===== src/rtl/fetch_pkg.sv =====
// Shared types for the fetch/vectored-interrupt front end.
// Stack entries use fixed maximum widths; users truncate to their own AW/id width.
package fetch_pkg;
    localparam int ADDR_MAX = 64;
    localparam int ID_MAX   = 4;

    typedef enum logic [1:0] {
        PCSEL_RESET  = 2'b00,
        PCSEL_TRAP   = 2'b01,
        PCSEL_SEQ    = 2'b10,
        PCSEL_BRANCH = 2'b11
    } pc_sel_e;

    typedef struct packed {
        logic [ADDR_MAX-1:0] addr;
        logic [ID_MAX-1:0]   id;
    } epc_entry_t;
endpackage


===== src/rtl/epc_stack.sv =====
// LIFO of interrupt return entries; push/pop take effect on the next clock edge.
// Push while full and pop while empty are ignored.
module epc_stack
    import fetch_pkg::*;
#(
    parameter int NEST_DEPTH = 4,
    localparam int DW = $clog2(NEST_DEPTH + 1)
) (
    input  logic          clk,
    input  logic          reset,
    input  logic          push,
    input  logic          pop,
    input  epc_entry_t    push_dat,
    output epc_entry_t    top_dat,
    output logic [DW-1:0] depth,
    output logic          full,
    output logic          empty
);
    // Sized to the full index range of depth_q so any index stays in bounds.
    epc_entry_t    entries_q [2**DW];
    epc_entry_t    entries_d [2**DW];
    logic [DW-1:0] depth_q, depth_d;

    assign full    = (depth_q == DW'(NEST_DEPTH));
    assign empty   = (depth_q == '0);
    assign depth   = depth_q;
    assign top_dat = entries_q[depth_q - DW'(1)];

    always_comb begin
        entries_d = entries_q;
        depth_d   = depth_q;
        if (push && !full) begin
            entries_d[depth_q] = push_dat;
            depth_d            = depth_q + DW'(1);
        end else if (pop && !empty) begin
            depth_d = depth_q - DW'(1);
        end
    end

    always_ff @(posedge clk) begin
        if (reset) depth_q <= '0;
        else       depth_q <= depth_d;
    end

    always_ff @(posedge clk) begin
        entries_q <= entries_d;
    end
endmodule


===== src/rtl/fetch_vec_irq.sv =====
// PC register with next-PC select, edge-latched vectored interrupts and nested EPC stack.
// Interrupt taken one edge after the pending bit sets; stall freezes PC/stack but not edge capture.
module fetch_vec_irq
    import fetch_pkg::*;
#(
    parameter int           AW            = 32,
    parameter int           NUM_IRQ       = 4,
    parameter int           NEST_DEPTH    = 4,
    parameter logic [AW-1:0] RESET_ADDRESS = '0,
    parameter logic [AW-1:0] TRAP_ADDRESS  = AW'('h80),
    parameter logic [AW-1:0] VECTOR_BASE   = AW'('h100),
    parameter logic [AW-1:0] VECTOR_STRIDE = AW'('h10),
    parameter logic [AW-1:0] PC_INC        = AW'(1),
    localparam int IDW = (NUM_IRQ > 1) ? $clog2(NUM_IRQ) : 1,
    localparam int DW  = $clog2(NEST_DEPTH + 1)
) (
    input  logic               clk,
    input  logic               reset,
    input  logic               stall,
    input  logic [1:0]         pc_sel,
    input  logic [AW-1:0]      pc_branch,
    input  logic [NUM_IRQ-1:0] irq,
    input  logic [NUM_IRQ-1:0] irq_mask,
    input  logic               rti,
    output logic [AW-1:0]      pc,
    output logic [AW-1:0]      pc_inc,
    output logic               irq_ack,
    output logic [IDW-1:0]     irq_id,
    output logic [DW-1:0]      depth,
    output logic               rti_err
);
    logic [AW-1:0]      pc_q, pc_d, npc, vec;
    logic [NUM_IRQ-1:0] pending_q, pending_d, irq_prev_q, irq_prev_d, elig, clr;
    logic               irq_ack_q, irq_ack_d, rti_err_q, rti_err_d;
    logic [IDW-1:0]     irq_id_q, irq_id_d, win_idx;
    logic               win_vld, qualifies, take, pop;
    logic               stk_full, stk_empty;
    epc_entry_t         push_dat, top_dat;

    assign pc_inc = pc_q + PC_INC;

    always_comb begin
        case (pc_sel_e'(pc_sel))
            PCSEL_RESET:  npc = RESET_ADDRESS;
            PCSEL_TRAP:   npc = TRAP_ADDRESS;
            PCSEL_SEQ:    npc = pc_inc;
            default:      npc = pc_branch;
        endcase
    end

    // Lowest eligible index wins.
    assign elig = pending_q & irq_mask;
    always_comb begin
        win_vld = 1'b0;
        win_idx = '0;
        for (int i = NUM_IRQ - 1; i >= 0; i--) begin
            if (elig[i]) begin
                win_vld = 1'b1;
                win_idx = IDW'(i);
            end
        end
    end

    assign vec       = VECTOR_BASE + AW'(win_idx) * VECTOR_STRIDE;
    assign qualifies = stk_empty || (win_idx < top_dat.id[IDW-1:0]);
    assign take      = !stall && !rti && win_vld && qualifies && !stk_full;
    assign pop       = !stall && rti && !stk_empty;
    assign push_dat  = '{addr: ADDR_MAX'(npc), id: ID_MAX'(win_idx)};

    always_comb begin
        pc_d      = pc_q;
        irq_ack_d = 1'b0;
        irq_id_d  = irq_id_q;
        rti_err_d = 1'b0;
        clr       = '0;
        if (!stall) begin
            if (rti) begin
                if (!stk_empty) begin
                    pc_d = top_dat.addr[AW-1:0];
                end else begin
                    rti_err_d = 1'b1;
                    pc_d      = npc;
                end
            end else if (take) begin
                pc_d      = vec;
                irq_ack_d = 1'b1;
                irq_id_d  = win_idx;
                clr       = NUM_IRQ'(1) << win_idx;
            end else begin
                pc_d = npc;
            end
        end
        // A fresh edge on the line being taken keeps it pending.
        irq_prev_d = irq;
        pending_d  = (pending_q & ~clr) | (irq & ~irq_prev_q);
    end

    always_ff @(posedge clk) begin
        if (reset) begin
            pc_q       <= RESET_ADDRESS;
            pending_q  <= '0;
            irq_prev_q <= '0;
            irq_ack_q  <= 1'b0;
            irq_id_q   <= '0;
            rti_err_q  <= 1'b0;
        end else begin
            pc_q       <= pc_d;
            pending_q  <= pending_d;
            irq_prev_q <= irq_prev_d;
            irq_ack_q  <= irq_ack_d;
            irq_id_q   <= irq_id_d;
            rti_err_q  <= rti_err_d;
        end
    end

    epc_stack #(.NEST_DEPTH(NEST_DEPTH)) u_epc_stack (
        .clk      (clk),
        .reset    (reset),
        .push     (take),
        .pop      (pop),
        .push_dat (push_dat),
        .top_dat  (top_dat),
        .depth    (depth),
        .full     (stk_full),
        .empty    (stk_empty)
    );

    assign pc      = pc_q;
    assign irq_ack = irq_ack_q;
    assign irq_id  = irq_id_q;
    assign rti_err = rti_err_q;
endmodule


===== config.mk =====
export PLATFORM = sky130hd
export DESIGN_NAME = fetch_vec_irq
export DESIGN_NICKNAME = d
export VERILOG_FILES = /design/src/rtl/fetch_pkg.sv /design/src/rtl/epc_stack.sv /design/src/rtl/fetch_vec_irq.sv
export SDC_FILE = /design/constraint.sdc
export NUM_CORES = 1
export LEC_CHECK = 0
export ABC_AREA = 1
export BUFFER_PORTS_ARGS = -buffer_cell sky130_fd_sc_hd__buf_2
export CAP_MARGIN = 15
export CORE_AREA = 2 2 186 188
export DETAILED_ROUTE_END_ITERATION = 10
export DIE_AREA = 0 0 188 190
export PLACE_DENSITY = 0.6
export SLEW_MARGIN = 20
export SYNTH_ARGS = -nofsm -noshare
export SYNTH_HDL_FRONTEND = slang
export SYNTH_SLANG_ARGS = --single-unit

===== constraint.sdc =====
create_clock -name clk -period 8.5 [get_ports clk]
set_input_delay 0.85 -clock clk [delete_from_list [all_inputs] [get_ports clk]]
set_output_delay 0.85 -clock clk [all_outputs]
set_load 0.05 [all_outputs]

# ---- Word level (Yosys, flattened, before mapping)
# Cells that the tools add are included.
dict set report op_classes {
  div 0
  n_mux 25
  n_mul 0
  n_eq_ne 3
  shifts 1
  n_addsub 4
  bitwise_logic 10
  n_reduce_logical 20
  order_cmp 4
}
# cell count
set op_table {}
lappend op_table {{bitwise mux 544 bit} 1}
lappend op_table {{binary-select mux 68 bit (select 3 bit)} 1}
lappend op_table {{demux 68 bit (select 3 bit)} 1}
lappend op_table {{2-to-1 mux 32 bit} 3}
lappend op_table {{case mux 32 bit (3 select lines)} 1}
lappend op_table {{2-to-1 mux 36 bit} 2}
lappend op_table {{2-to-1 mux 68 bit} 1}
lappend op_table {{adder 32 x 1 -> 32 bit (second input constant)} 1}
lappend op_table {{AND 4 bit} 3}
lappend op_table {{2-to-1 mux 4 bit} 3}
lappend op_table {{adder 9 x 6 -> 10 bit (first input constant)} 1}
lappend op_table {{logical AND 1 bit} 9}
lappend op_table {{>= comparator 4 bit (second input constant)} 2}
lappend op_table {{2-to-1 mux 2 bit} 4}
lappend op_table {{inverter 3 -> 4 bit} 2}
lappend op_table {{inverter 4 bit} 2}
lappend op_table {{2-to-1 mux 1 bit} 6}
lappend op_table {{2-to-1 mux 3 bit} 2}
lappend op_table {{OR reduction 3 bit} 2}
lappend op_table {{zero test 1 bit} 4}
lappend op_table {{< comparator 4 x 1 -> 1 bit (second input constant)} 1}
lappend op_table {{OR 4 bit} 1}
lappend op_table {{left shift 1 x 2 -> 4 bit (first input constant)} 1}
lappend op_table {{adder 3 x 1 -> 3 bit (second input constant)} 1}
lappend op_table {{11 further kinds} 12}
dict set report word_totals {
  latch_bits 0
  rom_bits 0
  n_memories 0
  register_bits 591
  ramBits 0
  out_inout_bits 71
}

# ---- Logic depth before layout (Yosys ltp)
# Gate-level depths: netlist (run 1).
dict set report depth {
  ltp_word 15
  depth_mapped 22
  ltp_nobuf 15
}

# ---- By module
# A second synthesis (run 1) with hierarchy kept.
dict set report hier_totals {
  hier_cells 2307
  area_unflattened_um2 25056.5
}
# mod area_each_um2 cells_per_inst n_inst seq_area_each_um2
set modules_own_cells {}
lappend modules_own_cells {epc_stack 21516.9 1722 1 16395.7}
lappend modules_own_cells {fetch_vec_irq 3539.6 585 1 880.8}

# ---- Least setup slack after synthesis (run 1)
# No wires, ideal clock.
dict set report synth_path {
  path_kind {register to register}
  startpoint {register u_epc_stack.depth_q[0] (netlist: u_epc_stack.depth[0])}
  endpoint {register u_epc_stack.entries_q[0] (netlist bit), enable pin}
  t_required_ps 8033
  setup_time_ps 467
  arrival_ps 5735
  period_less_slack_ps 6203
  stages_incl_launch_ff 19
  slack_ps 2297
  cell_sequence {dfxtp_1 buf_2 inv_2 buf_2 buf_2 buf_2 ha_1 inv_1 clkbuf_1 clkbuf_1 a21oi_1 a21oi_1 a32oi_1 ha_1 nand2_1 nand2_2 a21boi_2 nand2_1 nor3_1}
}
dict set report synth_between {
  elab_chain_len 10
  elab_cells_between_ends 13
  cone_classes {add/sub: 1; order compare: 1; eq/ne: 1; mux: 3; bitwise: 1; reduce/logical: 6}
}
# item line
set synth_lines {}
lappend synth_lines {{start: declaration} epc_stack.sv:22} ;# logic [DW-1:0] depth_q, depth_d;
lappend synth_lines {{start signal: assignment} epc_stack.sv:42} ;# else depth_q <= depth_d;
lappend synth_lines {{subtractor 3 x 1 -> 3 bit} epc_stack.sv:27} ;# assign top_dat = entries_q[depth_q - DW'(1)];
lappend synth_lines {{inverter 3 -> 4 bit (not written as such)} epc_stack.sv:27}
lappend synth_lines {{binary-select mux 68 bit (select 3 bit)} epc_stack.sv:27}
lappend synth_lines {{2-to-1 mux 36 bit (not written as such) (2 in series)} epc_stack.sv:27}
lappend synth_lines {{< comparator 2 bit} fetch_vec_irq.sv:65} ;# assign qualifies = stk_empty || (win_idx < top_dat.id[IDW-1:0]);
lappend synth_lines {{logical OR 1 bit} fetch_vec_irq.sv:65}
lappend synth_lines {{logical AND 1 bit (2 in series)} fetch_vec_irq.sv:66} ;# assign take = !stall && !rti && win_vld && qualifies && !stk_full;
lappend synth_lines {{logical AND 1 bit (*)} epc_stack.sv:32} ;# if (push && !full) begin
lappend synth_lines {{end signal: assignment} epc_stack.sv:46} ;# entries_q <= entries_d;
lappend synth_lines {{end: declaration} epc_stack.sv:20} ;# epc_entry_t entries_q [2**DW];
# Mark *: on every way between the ends. The rest lies on a longest branch, timed or not. The select of a mux whose other input is x is not followed.
# A chain may end at the register's enable or synchronous reset.

# ---- Worst setup path in the final report (run 1)
dict set report layout_path {
  startpoint {register u_epc_stack.depth_q[0] (netlist: u_epc_stack.depth[0])}
  endpoint {register u_epc_stack.entries_q[91] (netlist bit), enable pin}
}
# The elaborated chain is that of the path after synthesis.

==> results of run 1 <==
## layout by cell type (no fill, tap or decap), types with 6 or more instances in the layout
master / netlist / final
sky130_fd_sc_hd__a22o_1: 7 / 7
sky130_fd_sc_hd__o221ai_1: 37 / 37
sky130_fd_sc_hd__clkinv_1: 2 / 8
sky130_fd_sc_hd__edfxtp_1: 272 / 272
sky130_fd_sc_hd__buf_4: 0 / 22
sky130_fd_sc_hd__a21oi_1: 33 / 33
sky130_fd_sc_hd__inv_1: 75 / 75
sky130_fd_sc_hd__and3_1: 6 / 6
sky130_fd_sc_hd__a21o_1: 6 / 6
sky130_fd_sc_hd__clkbuf_16: 0 / 37
sky130_fd_sc_hd__dfxtp_1: 47 / 46
sky130_fd_sc_hd__o22ai_1: 19 / 19
sky130_fd_sc_hd__buf_2: 17 / 116
sky130_fd_sc_hd__and2_1: 10 / 10
sky130_fd_sc_hd__clkbuf_1: 48 / 6
sky130_fd_sc_hd__xor2_1: 7 / 7
sky130_fd_sc_hd__o211ai_1: 9 / 9
sky130_fd_sc_hd__o21ai_0: 141 / 136
sky130_fd_sc_hd__nand3_1: 90 / 90
sky130_fd_sc_hd__nor2_1: 196 / 191
sky130_fd_sc_hd__nand2_1: 288 / 288
## per-layer routing
layer	part of all wire (%)	global-route usage (%)	wire, um	up-vias
met1	43	32.13	18100	5287
met4	3.8	9.297	1605	0
met5	0	0	0	-
met2	45	36.57	18960	487
met3	8.2	4.409	3441	81
li1	-	-	-	4978
## final cells by class
class                      count  area (um^2)
clock buffer                  43        948.4
clock inverter                18        215.2
fill                        3135        17680
inverter                      79        297.8
multi-input combinational    893         4352
sequential                   319         9112
tap                          455        569.3
timing repair buffer         139        773.2
## registers in the layout, summed over array words and instances, names as in the netlist
register               cells
rti_err                    1
u_epc_stack.entries_q    272
irq_prev_q                 4
pc                        32
irq_id                     2
irq_ack                    1
pending_q                  4
u_epc_stack.depth          3
## power by group through the flow
stage	Combinational [mW]	Clock [mW]	Sequential (mW)
after floorplan	0.522	0	1.87
after global placement	0.812	0	1.83
after detailed placement	0.820	0	1.83
after CTS	0.822	1.56	1.80
after global routing	0.900	1.62	1.81
final	0.826	1.54	1.80
## worst max path at each step
stage / slack, ps / to / cells after the start / start
3_3_place_gp: 2730 / u_epc_stack.entries_q[31] / 13 / u_epc_stack.depth[0]
4_1_cts: 2540 / u_epc_stack.entries_q[35] / 13 / u_epc_stack.depth[0]
2_1_floorplan: 2300 / u_epc_stack.entries_q[0] / 18 / u_epc_stack.depth[0]
5_1_grt: 2360 / u_epc_stack.entries_q[86] / 13 / u_epc_stack.depth[0]
6_report: 2820 / u_epc_stack.entries_q[91] / 13 / u_epc_stack.depth[0]
3_5_place_dp: 2520 / u_epc_stack.entries_q[31] / 13 / u_epc_stack.depth[0]
## cell families after synthesis
family                     Yosys count
and+or+nand+nor                    608
xor gates and xnor gates            11
buffers and inverters              149
DFF                                319
adders and majority gates            5
AOI/OAI and AO/OA                  269
## per-stage QoR
step	worst slack (ps)	instances	instance area, um^2	util [%]	total power, mW
floorplan	2297	1361	13980	-	2.387
global placement	2727	1884	15070	44.39	2.646
detailed placement	2524	1885	15100	44.48	2.655
CTS	2544	1946	16260	47.90	4.184
global route	2361	1946	16270	47.92	4.326
finish	2820	1946	16270	47.92	4.170
==> metrics.sh, run 1 <==
SYNTH-EDFF-COUNT=272
POSTSYNTHAREAPERCELL_UM2=10.27
FP.COREAREA_MM2=0.03395
POWER.DENSITY_mW_PER_MM2=256.3
STARTPOINT_TYPES='flip-flop'
WORST_CLOCK_SKEW_PS=18.11
NUMBER_OF_ANTENNA_VIOLATIONS_AT_THE_FIRST_CHECK_IN_GLOBAL_ROUTING=0
CRIT_FAMILY='buffers and inverters'
YOSYS_REGISTER_BITS=319
SYNTH_LARGEST_AREA_CELL='sky130_fd_sc_hd__edfxtp_1'
WORSTMARGINPINSLEW_PS=1158
SYNTH_TOP_CELL_AREA_SHARE_PCT=58.44
SYNTH_XOR_AREA_SHARE_PCT=0.7431
VIAS_IN_THE_FIRST_GLOBAL_ROUTE=10330
SYN_TO_FINAL_GROWTH_PCT=16.40
VIASPERCELL=5.567
INITIAL_UTILIZATION_PCT=41.17
MIN_PATH_TYPE='reg2reg'
POSTSYNTHNETCOUNT=1412
FIRSTDRTPASSITERS=8
WORST-R2R-SETUP-SLACK_PS=2820
FFS_W_ASYNC_S_R_SYNTH_PCT=0
SYNTH_AREA_LEADERS='sky130_fd_sc_hd__edfxtp_1 58%, sky130_fd_sc_hd__nand2_1 7.7%, sky130_fd_sc_hd__dfxtp_1 6.7%'
FINAL_WORST_PATH_PERIOD_NEED_PS=5680
WORST_PATH_LARGEST_CELL_DELAY_PS=710
CLOCK_PATH_BUFFERS=3
CP_MAX_FO=55
SYNTH-COMPOUND-AREA-SHARE_PCT=11.63
FINAL_ANTENNA_NET_COUNT=0
REPORT.FINAL.SETUP_VIOL=0
GLOBAL_ROUTE.OVERFLOW_TOTAL=0
FP.DIEW_UM=188
PATH_CLASS='reg2reg'
CRIT-REG2REG-LAUNCH='u_epc_stack.depth[0]'
RUN_STATUS='completed'
IO_BUFFERS=116
SHARE_CLK_OF_TOTAL_POWER_PCT=37.0
DIEHEIGHT_UM=190
NUM_VIAS=10830
CAP_VIOL_MAX_COUNT=0
FRACTION_OF_FINAL_LAYOUT_CELLS_WITH_DRIVE_STRENGTH_GREATER_THAN_1_PCT=14.49
COMB_POWER_SHARE_PCT=19.8
TIMING.CRITICAL_PATH.ARRIVAL_PS=5840
YOSYSMOSTFREQUENTCELL='sky130_fd_sc_hd__nand2_1'
CTS_ROOT_BUF='sky130_fd_sc_hd__clkbuf_16'
FP-ROW-COUNT=68
CELL_WITH_THE_LARGEST_STAGE_DELAY_ON_THE_WORST_PATH='sky130_fd_sc_hd__dfxtp_4'
CRITICAL_PATH_BUF_INV_COUNT=4
SYNTH_TOP_FAMILY_BY_AREA='simple AND/OR/NAND/NOR gates'
WORST_EP_REQUIRED_TIME_PS=8660
CLOCK_SINK_COUNT=319
INSERTION_DELAY_PS=510
YOSYSSEQAREASHARE_PCT=65.17
POST_SYNTHESIS_INSTANCE_AREA_MM2=0.01398
FIN_SETUP_TNS_PS=0
DRT-INITIAL-DRC-COUNT=1087
FINISH.NET_COUNT=1517
R2R-END='u_epc_stack.entries_q[91]'
ANT_CELLS=0
CLOCK.FMAX_MHz=176.1
HOLDWS_PS=431.1
CTS_TREE='done'
GPL.FINAL_WEIGHTED_CONGESTION=0.8810
POST_CTS.RESIZED_INSTANCES=0
MIN_DELAY_PATH_DEPTH=1
POST_CTS_SETUP_BUFFER_COUNT=0
FINAL_MIN_PERIOD_OVER_CLOCK_PERIOD_PCT=66.82
CRITICAL_PATH_CELL_LIST='clkinv_2, ha_2, inv_1, buf_4, nand3_1, a32oi_1, ha_1, nand2_1, nand2_2, a21boi_2, nand2_1, nor3_2, buf_4'
SWITCHING_POWER_mW=1.265
P_SEQ_SHARE_PCT=43.2
P_INT_mW=2.905
ROUTE.DETAILED.WL_PER_INST_UM=21.63
TRITONCTS.NUM_BUFFERS=34
FINAL_HOLD_VIOL_COUNT=0
FLOORPLAN.DIE_AREA_MM2=0.03572
FIRST_PASS_GRT_WIRE_LENGTH_UM=62830
SYNTH_COMMON_CELLS='288 x sky130_fd_sc_hd__nand2_1, 272 x sky130_fd_sc_hd__edfxtp_1, 196 x sky130_fd_sc_hd__nor2_1, 141 x sky130_fd_sc_hd__o21ai_0, 90 x sky130_fd_sc_hd__nand3_1'
DETAIL_ROUTE.DRC_VIOLATIONS=0
IO_PINS=117
CTS-HOLD-FIX-BUFFERS=0
H-TREE-DEPTH=2
HOLDPATHEND='pending_q[1]'
SLEW_VIOLS_FINAL=0
DP.FINAL_HPWL_UM=27010
POST_SYNTH_NUM_CELL_TYPES=41
SYNTH_CELLS=1361
YOSYS_MOST_USED_DFF='sky130_fd_sc_hd__edfxtp_1'
FINALWIRELENGTH_UM=42100
MAX_SLEW_MARGIN_PCT=22.82
SYNTH.YOSYS.WARNINGS=0
PROPORTION_OF_SYNTHESIZED_AREA_IN_MUX_CELLS_PCT=0
GRT_MAX_DEGREE=103
TIMING.CRITICAL_PATH.TO_TYPE='flip-flop'
P_LEAK_nW=6.164
SIMPLE_GATE_SHARE_OF_THE_SYNTHESIZED_AREA_PCT=17.80
SYNTHADDERAREAFRAC_PCT=0.4476
WORST_HOLD_STARTPOINT='irq_prev_q[1]'
WORST_IR_DROP_VDD_V=0.0001456
GR-USAGE-ALL-LAYERS_PCT=23.33
POWER_SWITCHING_SHARE_PCT=30.33
RSZ0062_AT_GRT='false'
TIMING.REG2REG.WORST_PATH_DEPTH=13
CLK_PIN_SLEW_PS=70
No activity file was read; power rests on OpenSTA's default activity.
==> run 2: changes to the inputs <==
--- a/config.mk
+++ b/config.mk
@@ -5,13 +5,13 @@
 export SDC_FILE = /design/constraint.sdc
 export NUM_CORES = 1
 export LEC_CHECK = 0
-export ABC_AREA = 1
+export ABC_AREA = 0
 export BUFFER_PORTS_ARGS = -buffer_cell sky130_fd_sc_hd__buf_2
 export CAP_MARGIN = 15
-export CORE_AREA = 2 2 186 188
+export CORE_AREA = 2 2 183 185
 export DETAILED_ROUTE_END_ITERATION = 10
-export DIE_AREA = 0 0 188 190
-export PLACE_DENSITY = 0.6
+export DIE_AREA = 0 0 185 187
+export PLACE_DENSITY = 0.62
 export SLEW_MARGIN = 20
 export SYNTH_ARGS = -nofsm -noshare
 export SYNTH_HDL_FRONTEND = slang
==> constraint.sdc (replaced) <==
create_clock -name clk -period 5.2 [get_ports clk]
set_input_delay 0.52 -clock clk [delete_from_list [all_inputs] [get_ports clk]]
set_output_delay 0.52 -clock clk [all_outputs]
set_load 0.05 [all_outputs]
==> run 2 against run 1 <==
Against the previous run: wire length shrank 19%; combinational power rose to 2.7 times the previous value; clock power is 51% higher; core utilization rose by 0.35 points; register-to-register slack worse by 1600 ps; critical path depth down 2; worst hold slack worse by 210 ps; via count fell by 24%.
==> metrics.sh, run 2 <==
FINAL_ANTENNA_NET_COUNT=0
CLOCK.FMAX_MHz=253.1
STARTPOINT_TYPES='flip-flop'
WORST_IR_DROP_VDD_V=0.0002678
IO_BUFFERS=116
MIN_PATH_TYPE='in2reg'
REPORT.FINAL.SETUP_VIOL=0
WORST_PATH_LARGEST_CELL_DELAY_PS=640
RSZ0062_AT_GRT='false'
FINAL_HOLD_VIOL_COUNT=0
SYNTH_LARGEST_AREA_CELL='sky130_fd_sc_hd__edfxtp_1'
GRT.MET1_USAGE_PCT=26.84
FP-ROW-COUNT=67
WORST_EP_REQUIRED_TIME_PS=5400
YOSYSMOSTFREQUENTCELL='sky130_fd_sc_hd__edfxtp_1'
FLOORPLAN.DIE_AREA_MM2=0.03460
FLIP_FLOP_COUNT_OF_THE_LARGEST_REGISTER_AFTER_LAYOUT=272
SYNTH_CELLS=856
PATH_CLASS='reg2reg'
CRIT_FAMILY='simple AND/OR/NAND/NOR gates'
WORST_CLOCK_SKEW_PS=20.83
YOSYSSEQAREASHARE_PCT=67.63
FINAL_COMMON_CELL='sky130_fd_sc_hd__edfxtp_1'
FP.COREAREA_MM2=0.03286
FINAL_MIN_PERIOD_OVER_CLOCK_PERIOD_PCT=75.97
DRT-INITIAL-DRC-COUNT=636
CLOCK_SINK_COUNT=319
POST_CTS.RESIZED_INSTANCES=0
POSTSYNTHAREAPERCELL_UM2=15.73
POST_SYNTH_NUM_CELL_TYPES=61
FIRST_PASS_GRT_WIRE_LENGTH_UM=51810
SYNTH_TOP_CELL_AREA_SHARE_PCT=60.65
DP.CELLS=1392
CRITICAL_PATH_BUF_INV_COUNT=3
TRITONCTS.NUM_BUFFERS=35
CLK_PIN_SLEW_PS=60
ROUTE.DETAILED.WL_PER_INST_UM=23.37
INITIAL_UTILIZATION_PCT=40.98
FINALWIRELENGTH_UM=34010
FINISH.NET_COUNT=1032
FINAL_CELL_MIX='272 x sky130_fd_sc_hd__edfxtp_1, 117 x sky130_fd_sc_hd__nand2_1, 116 x sky130_fd_sc_hd__buf_2'
REPORT.POWER.TOTAL_mW=7.645
PLACE_WS_PS=1274
GLOBAL_ROUTE.USAGE.MET2_PCT=33.16
CTS-HOLD-FIX-BUFFERS=0
SYNTH_COMMON_CELLS='272 x sky130_fd_sc_hd__edfxtp_1, 117 x sky130_fd_sc_hd__nand2_1, 67 x sky130_fd_sc_hd__mux4_2, 47 x sky130_fd_sc_hd__dfxtp_1, 46 x sky130_fd_sc_hd__nor2_1'
CRITICAL_PATH_CELL_LIST='inv_1, ha_4, mux4_2, mux2i_1, ha_1, o31a_1, inv_1, o211ai_4, or2_1, nor3_4, buf_4'
FIN_SETUP_TNS_PS=0
P_LEAK_nW=5.556
TIMING.CRITICAL_PATH.TO_TYPE='flip-flop'
CTS_TREE='done'
HOLDWS_PS=223.0
CAP_VIOL_MAX_COUNT=0
RUN_STATUS='completed'
POSTSYNTHNETCOUNT=907
POST_CTS_SETUP_BUFFER_COUNT=0
MAX_FLOP_REGISTER='u_epc_stack.entries_q'
SYNTH.YOSYS.WARNINGS=0
SYN_TO_FINAL_GROWTH_PCT=17.77
FIRSTDRTPASSITERS=5
YOSYS_MOST_USED_DFF='sky130_fd_sc_hd__edfxtp_1'
FINAL_WORST_PATH_PERIOD_NEED_PS=3951
NUM_VIAS=8249
CLOCK_PATH_BUFFERS=3
CP_COMMON_CELL='sky130_fd_sc_hd__inv_1'
POSTLAYOUTCOREUTIL_PCT=48.27
FINAL_CRITICAL_PATH_SETUP_SLACK_PS=1249
DETAILED_PLACE.AREA_MM2=0.01478
GR-USAGE-ALL-LAYERS_PCT=19.92
WORSTMARGINPINSLEW_PS=1114
GPL.FINAL_WEIGHTED_CONGESTION=0.7756
GRT_MAX_DEGREE=46
MAX_SLEW_MARGIN_PCT=25.68
IO_PINS=117
YOSYS_REGISTER_BITS=319
TIMING.CRITICAL_PATH.ARRIVAL_PS=4150
GLOBALROUTEMET3UTIL_PCT=3.660
FRACTION_OF_FINAL_LAYOUT_CELLS_WITH_DRIVE_STRENGTH_GREATER_THAN_1_PCT=28.60
LAYOUT.CELL_AREA.NON_FILLER_MM2=0.01586
FFS_W_ASYNC_S_R_SYNTH_PCT=0
FINAL_CELL_COUNT_NO_FILL=1455
CELL_WITH_THE_LARGEST_STAGE_DELAY_ON_THE_WORST_PATH='sky130_fd_sc_hd__dfxtp_1'
POST_SYNTHESIS_INSTANCE_AREA_MM2=0.01347
CP_MAX_FO=14
VIAS_IN_THE_FIRST_GLOBAL_ROUTE=8489
CTS_ROOT_BUF='sky130_fd_sc_hd__clkbuf_16'
POWER.DENSITY_mW_PER_MM2=482.0
GLOBAL_ROUTE.OVERFLOW_TOTAL=0
SLEW_VIOLS_FINAL=0
ANT_CELLS=0
DIEHEIGHT_UM=187
SYNTH_AREA_LEADERS='sky130_fd_sc_hd__edfxtp_1 61%, sky130_fd_sc_hd__mux4_2 11%, sky130_fd_sc_hd__dfxtp_1 7.0%'
SYNTH-EDFF-COUNT=272
FP.DIEW_UM=185
INSERTION_DELAY_PS=500
H-TREE-DEPTH=2
VIASPERCELL=5.669
NUMBER_OF_ANTENNA_VIOLATIONS_AT_THE_FIRST_CHECK_IN_GLOBAL_ROUTING=0
DETAIL_ROUTE.DRC_VIOLATIONS=0
DP.FINAL_HPWL_UM=21200
GLOBALROUTE.BUSIESTLAYER='met2'
-- run 2: worst reg2reg max path, stage by stage (launching register included) --
cell and delay (ps):
sky130_fd_sc_hd__dfxtp_1 640, sky130_fd_sc_hd__inv_1 200, sky130_fd_sc_hd__ha_4 440, sky130_fd_sc_hd__mux4_2 340, sky130_fd_sc_hd__mux2i_1 180, sky130_fd_sc_hd__ha_1 270, sky130_fd_sc_hd__o31a_1 300, sky130_fd_sc_hd__inv_1 140
sky130_fd_sc_hd__o211ai_4 100, sky130_fd_sc_hd__or2_1 370, sky130_fd_sc_hd__nor3_4 400, sky130_fd_sc_hd__buf_4 270
-- run 2: logic make-up after synthesis --
| group | synth area share [%] |
|---|---|
| flip-flops | 67.63 |
| buffers and inverters | 2.165 |
| AND/OR/NAND/NOR | 8.138 |
| adder cells (fa/ha/maj) | 0.4645 |
| XOR/XNOR | 2.304 |
| multiplexers | 13.38 |
| AO/OA/AOI/OAI | 5.918 |
-- run 2: power breakdown --
group	switching (mW)	leakage, nW	internal, mW	total, mW
logic	1.48	2.14	0.763	2.24
clock network	0.946	0.528	1.38	2.33
registers	0.146	2.88	2.93	3.08
total	2.57	5.56	5.07	7.64
-- run 2: worst paths after layout --
check / startpoint / endpoint / slack, ps / cells after the start
worst min-delay path: irq[3] / irq_prev_q[3] / 220 / 3
worst min register to register: irq_prev_q[2] / pending_q[2] / 410 / 1
worst max register to register: u_epc_stack.depth[1] / u_epc_stack.entries_q[300] / 1250 / 11
worst max-delay path: u_epc_stack.depth[1] / u_epc_stack.entries_q[300] / 1250 / 11
-- run 2: cell type report --
cell class | instances | area [um^2]
Tap cell | 448 | 560.5
Sequential cell | 319 | 9112
Timing Repair Buffer | 140 | 835.8
Multi-Input combinational cell | 467 | 4199
Fill cell | 2879 | 17000
Clock buffer | 49 | 991.0
Inverter | 18 | 67.56
Clock inverter | 14 | 95.09
-- run 2: routing by layer --
layer / vias up / part of all wire, %
met1: 4262 / 42
met4: 0 / 2.3
met2: 316 / 50
met3: 49 / 6.2
li1: 3622 / -
met5: - / 0
==> run 3: changes to the inputs <==
--- a/config.mk
+++ b/config.mk
@@ -11,7 +11,7 @@
 export CORE_AREA = 2 2 183 185
 export DETAILED_ROUTE_END_ITERATION = 10
 export DIE_AREA = 0 0 185 187
-export PLACE_DENSITY = 0.62
+export PLACE_DENSITY = 0.6
 export SLEW_MARGIN = 20
 export SYNTH_ARGS = -nofsm -noshare
 export SYNTH_HDL_FRONTEND = slang
==> constraint.sdc (replaced) <==
create_clock -name clk -period 4.1 [get_ports clk]
set_input_delay 0.41 -clock clk [delete_from_list [all_inputs] [get_ports clk]]
set_output_delay 0.41 -clock clk [all_outputs]
set_load 0.05 [all_outputs]
==> run 3 against run 2 <==
Against the previous run: fmax up 3.8%; final cell count up 0.41%; core utilization up 0.38 points; critical path depth unchanged; total power up 30%; sequential cell count unchanged; combinational power up 32%; clock skew down 5.7 ps; clock power up 33%; worst hold slack worse by 120 ps; via count up 0.59%; first-iteration DRC count up 28%; critical path type unchanged.
==> metrics.sh, run 3 (synthesis results as in run 2) <==
PLACE_WS_PS=265.5
TIMING.CRITICAL_PATH.ARRIVAL_PS=4010
FINALWIRELENGTH_UM=35920
VIASPERCELL=5.680
DIEHEIGHT_UM=187
ROUTE.DETAILED.WL_PER_INST_UM=24.58
TRITONCTS.NUM_BUFFERS=34
NUMBER_OF_ANTENNA_VIOLATIONS_AT_THE_FIRST_CHECK_IN_GLOBAL_ROUTING=0
FINAL_MIN_PERIOD_OVER_CLOCK_PERIOD_PCT=92.87
H-TREE-DEPTH=2
FLIP_FLOP_COUNT_OF_THE_LARGEST_REGISTER_AFTER_LAYOUT=272
INSERTION_DELAY_PS=510
IO_BUFFERS=116
CLOCK_SINK_COUNT=319
STARTPOINT_TYPES='flip-flop'
WORST_CLOCK_SKEW_PS=15.11
RUN_STATUS='completed'
CLOCK.FMAX_MHz=262.6
P_LEAK_nW=5.626
FP.COREAREA_MM2=0.03286
SLEW_VIOLS_FINAL=0
CAP_VIOL_MAX_COUNT=0
FRACTION_OF_FINAL_LAYOUT_CELLS_WITH_DRIVE_STRENGTH_GREATER_THAN_1_PCT=30.11
FINISH.NET_COUNT=1038
DP.FINAL_HPWL_UM=23580
INITIAL_UTILIZATION_PCT=40.98
IO_PINS=117
GLOBAL_ROUTE.OVERFLOW_TOTAL=0
FINAL_WORST_PATH_PERIOD_NEED_PS=3808
CP_MAX_FO=22
FLOORPLAN.DIE_AREA_MM2=0.03460
POST_CTS.RESIZED_INSTANCES=0
NUMBER_OF_FILLER_INSTANCES_IN_THE_FINAL_LAYOUT=2862
PATH_CLASS='reg2reg'
MIN_PATH_TYPE='in2reg'
FINAL_CELL_MIX='272 x sky130_fd_sc_hd__edfxtp_1, 117 x sky130_fd_sc_hd__nand2_1, 116 x sky130_fd_sc_hd__buf_2'
WORSTMARGINPINSLEW_PS=1008
HOLDWS_PS=101.4
NUM_VIAS=8298
CELL_WITH_THE_LARGEST_STAGE_DELAY_ON_THE_WORST_PATH='sky130_fd_sc_hd__ha_4'
WORST_PATH_LARGEST_CELL_DELAY_PS=540
RSZ0062_AT_GRT='false'
FINAL_HOLD_VIOL_COUNT=0
FINAL_ANTENNA_NET_COUNT=0
POWER.DENSITY_mW_PER_MM2=622.3
MAX_FLOP_REGISTER='u_epc_stack.entries_q'
WORST_EP_REQUIRED_TIME_PS=4300
TIMING.CRITICAL_PATH.TO_TYPE='flip-flop'
CRITICAL_PATH_BUF_INV_COUNT=3
FIRST_PASS_GRT_WIRE_LENGTH_UM=53270
POST_CTS_SETUP_BUFFER_COUNT=0
CTS_TREE='done'
FIN_SETUP_TNS_PS=0
FIRSTDRTPASSITERS=5
FP.DIEW_UM=185
CRITICAL_PATH_CELL_LIST='clkinvlp_4, ha_4, mux4_2, mux2i_1, ha_1, o31a_1, inv_2, o211ai_4, or2_1, nor3b_4, buf_4'
FINAL_COMMON_CELL='sky130_fd_sc_hd__edfxtp_1'
CLK_PIN_SLEW_PS=60
CTS-HOLD-FIX-BUFFERS=0
REPORT.FINAL.SETUP_VIOL=0
GR-USAGE-ALL-LAYERS_PCT=20.89
CLOCK_PATH_BUFFERS=3
GRT_MAX_DEGREE=50
ANT_CELLS=0
CTS_ROOT_BUF='sky130_fd_sc_hd__clkbuf_16'
FP-ROW-COUNT=67
DRT-INITIAL-DRC-COUNT=814
FINAL_CRITICAL_PATH_SETUP_SLACK_PS=292.5
MAX_SLEW_MARGIN_PCT=32.80
WORST_IR_DROP_VDD_V=0.0003258
SYN_TO_FINAL_GROWTH_PCT=18.69
GPL.FINAL_WEIGHTED_CONGESTION=0.8153
CRIT_FAMILY='adder cells'
VIAS_IN_THE_FIRST_GLOBAL_ROUTE=8231
DETAIL_ROUTE.DRC_VIOLATIONS=0
## run 3: path summary, 6_finish.rpt
check / from / endpoint / slack, ps / cells after the start
setup / recovery: u_epc_stack.depth[0] / u_epc_stack.entries_q[74] / 290 / 11
hold / removal: irq[2] / irq_prev_q[2] / 100 / 3
setup reg to reg: u_epc_stack.depth[0] / u_epc_stack.entries_q[74] / 290 / 11
hold reg to reg: irq_prev_q[0] / pending_q[0] / 420 / 1
## run 3: report_power, final
| group | internal (mW) | switching [mW] |
|---|---|---|
| registers | 3.72 | 0.170 |
| logic | 0.984 | 1.98 |
| clock network | 1.87 | 1.23 |
| total | 6.57 | 3.38 |
## run 3: worst register-to-register path: cells and delay by family, from the launching register on
family,cells,cell delay [ps]
adders and majority gates,2,820
DFF,1,450
AOI/OAI and AO/OA,2,370
buffers and inverters,3,650
and+or+nand+nor,2,680
muxes,2,540
## run 3: metal layers
metal,GRT usage [%],vias up,part of all wire [%]
met1,30.73,4289,44
met3,4.829,45,7.5
li1,-,3632,-
met5,0,-,0
met4,5.311,0,2.1
met2,31.52,332,46
## run 3: area by class of cell
type / count / area, um^2 / area share [%]
Multi-Input combinational cell: 467 / 4204 / 26.30
Clock inverter: 18 / 172.7 / 1.080
Sequential cell: 319 / 9116 / 57.03
Tap cell: 448 / 560.5 / 3.507
Timing Repair Buffer: 147 / 888.4 / 5.557
Clock buffer: 44 / 972.2 / 6.082
Inverter: 18 / 71.32 / 0.4461
## run 3: through the flow
stage	total power [mW]	utilization, %	std cells	instance area (um^2)
after floorplan	6.044	-	856	13620
after global placement	6.899	45.16	1399	14840
after detailed placement	6.930	45.16	1399	14840
after CTS	10.04	48.64	1461	15990
after global routing	10.37	48.64	1461	15990
final	9.948	48.64	1461	15990
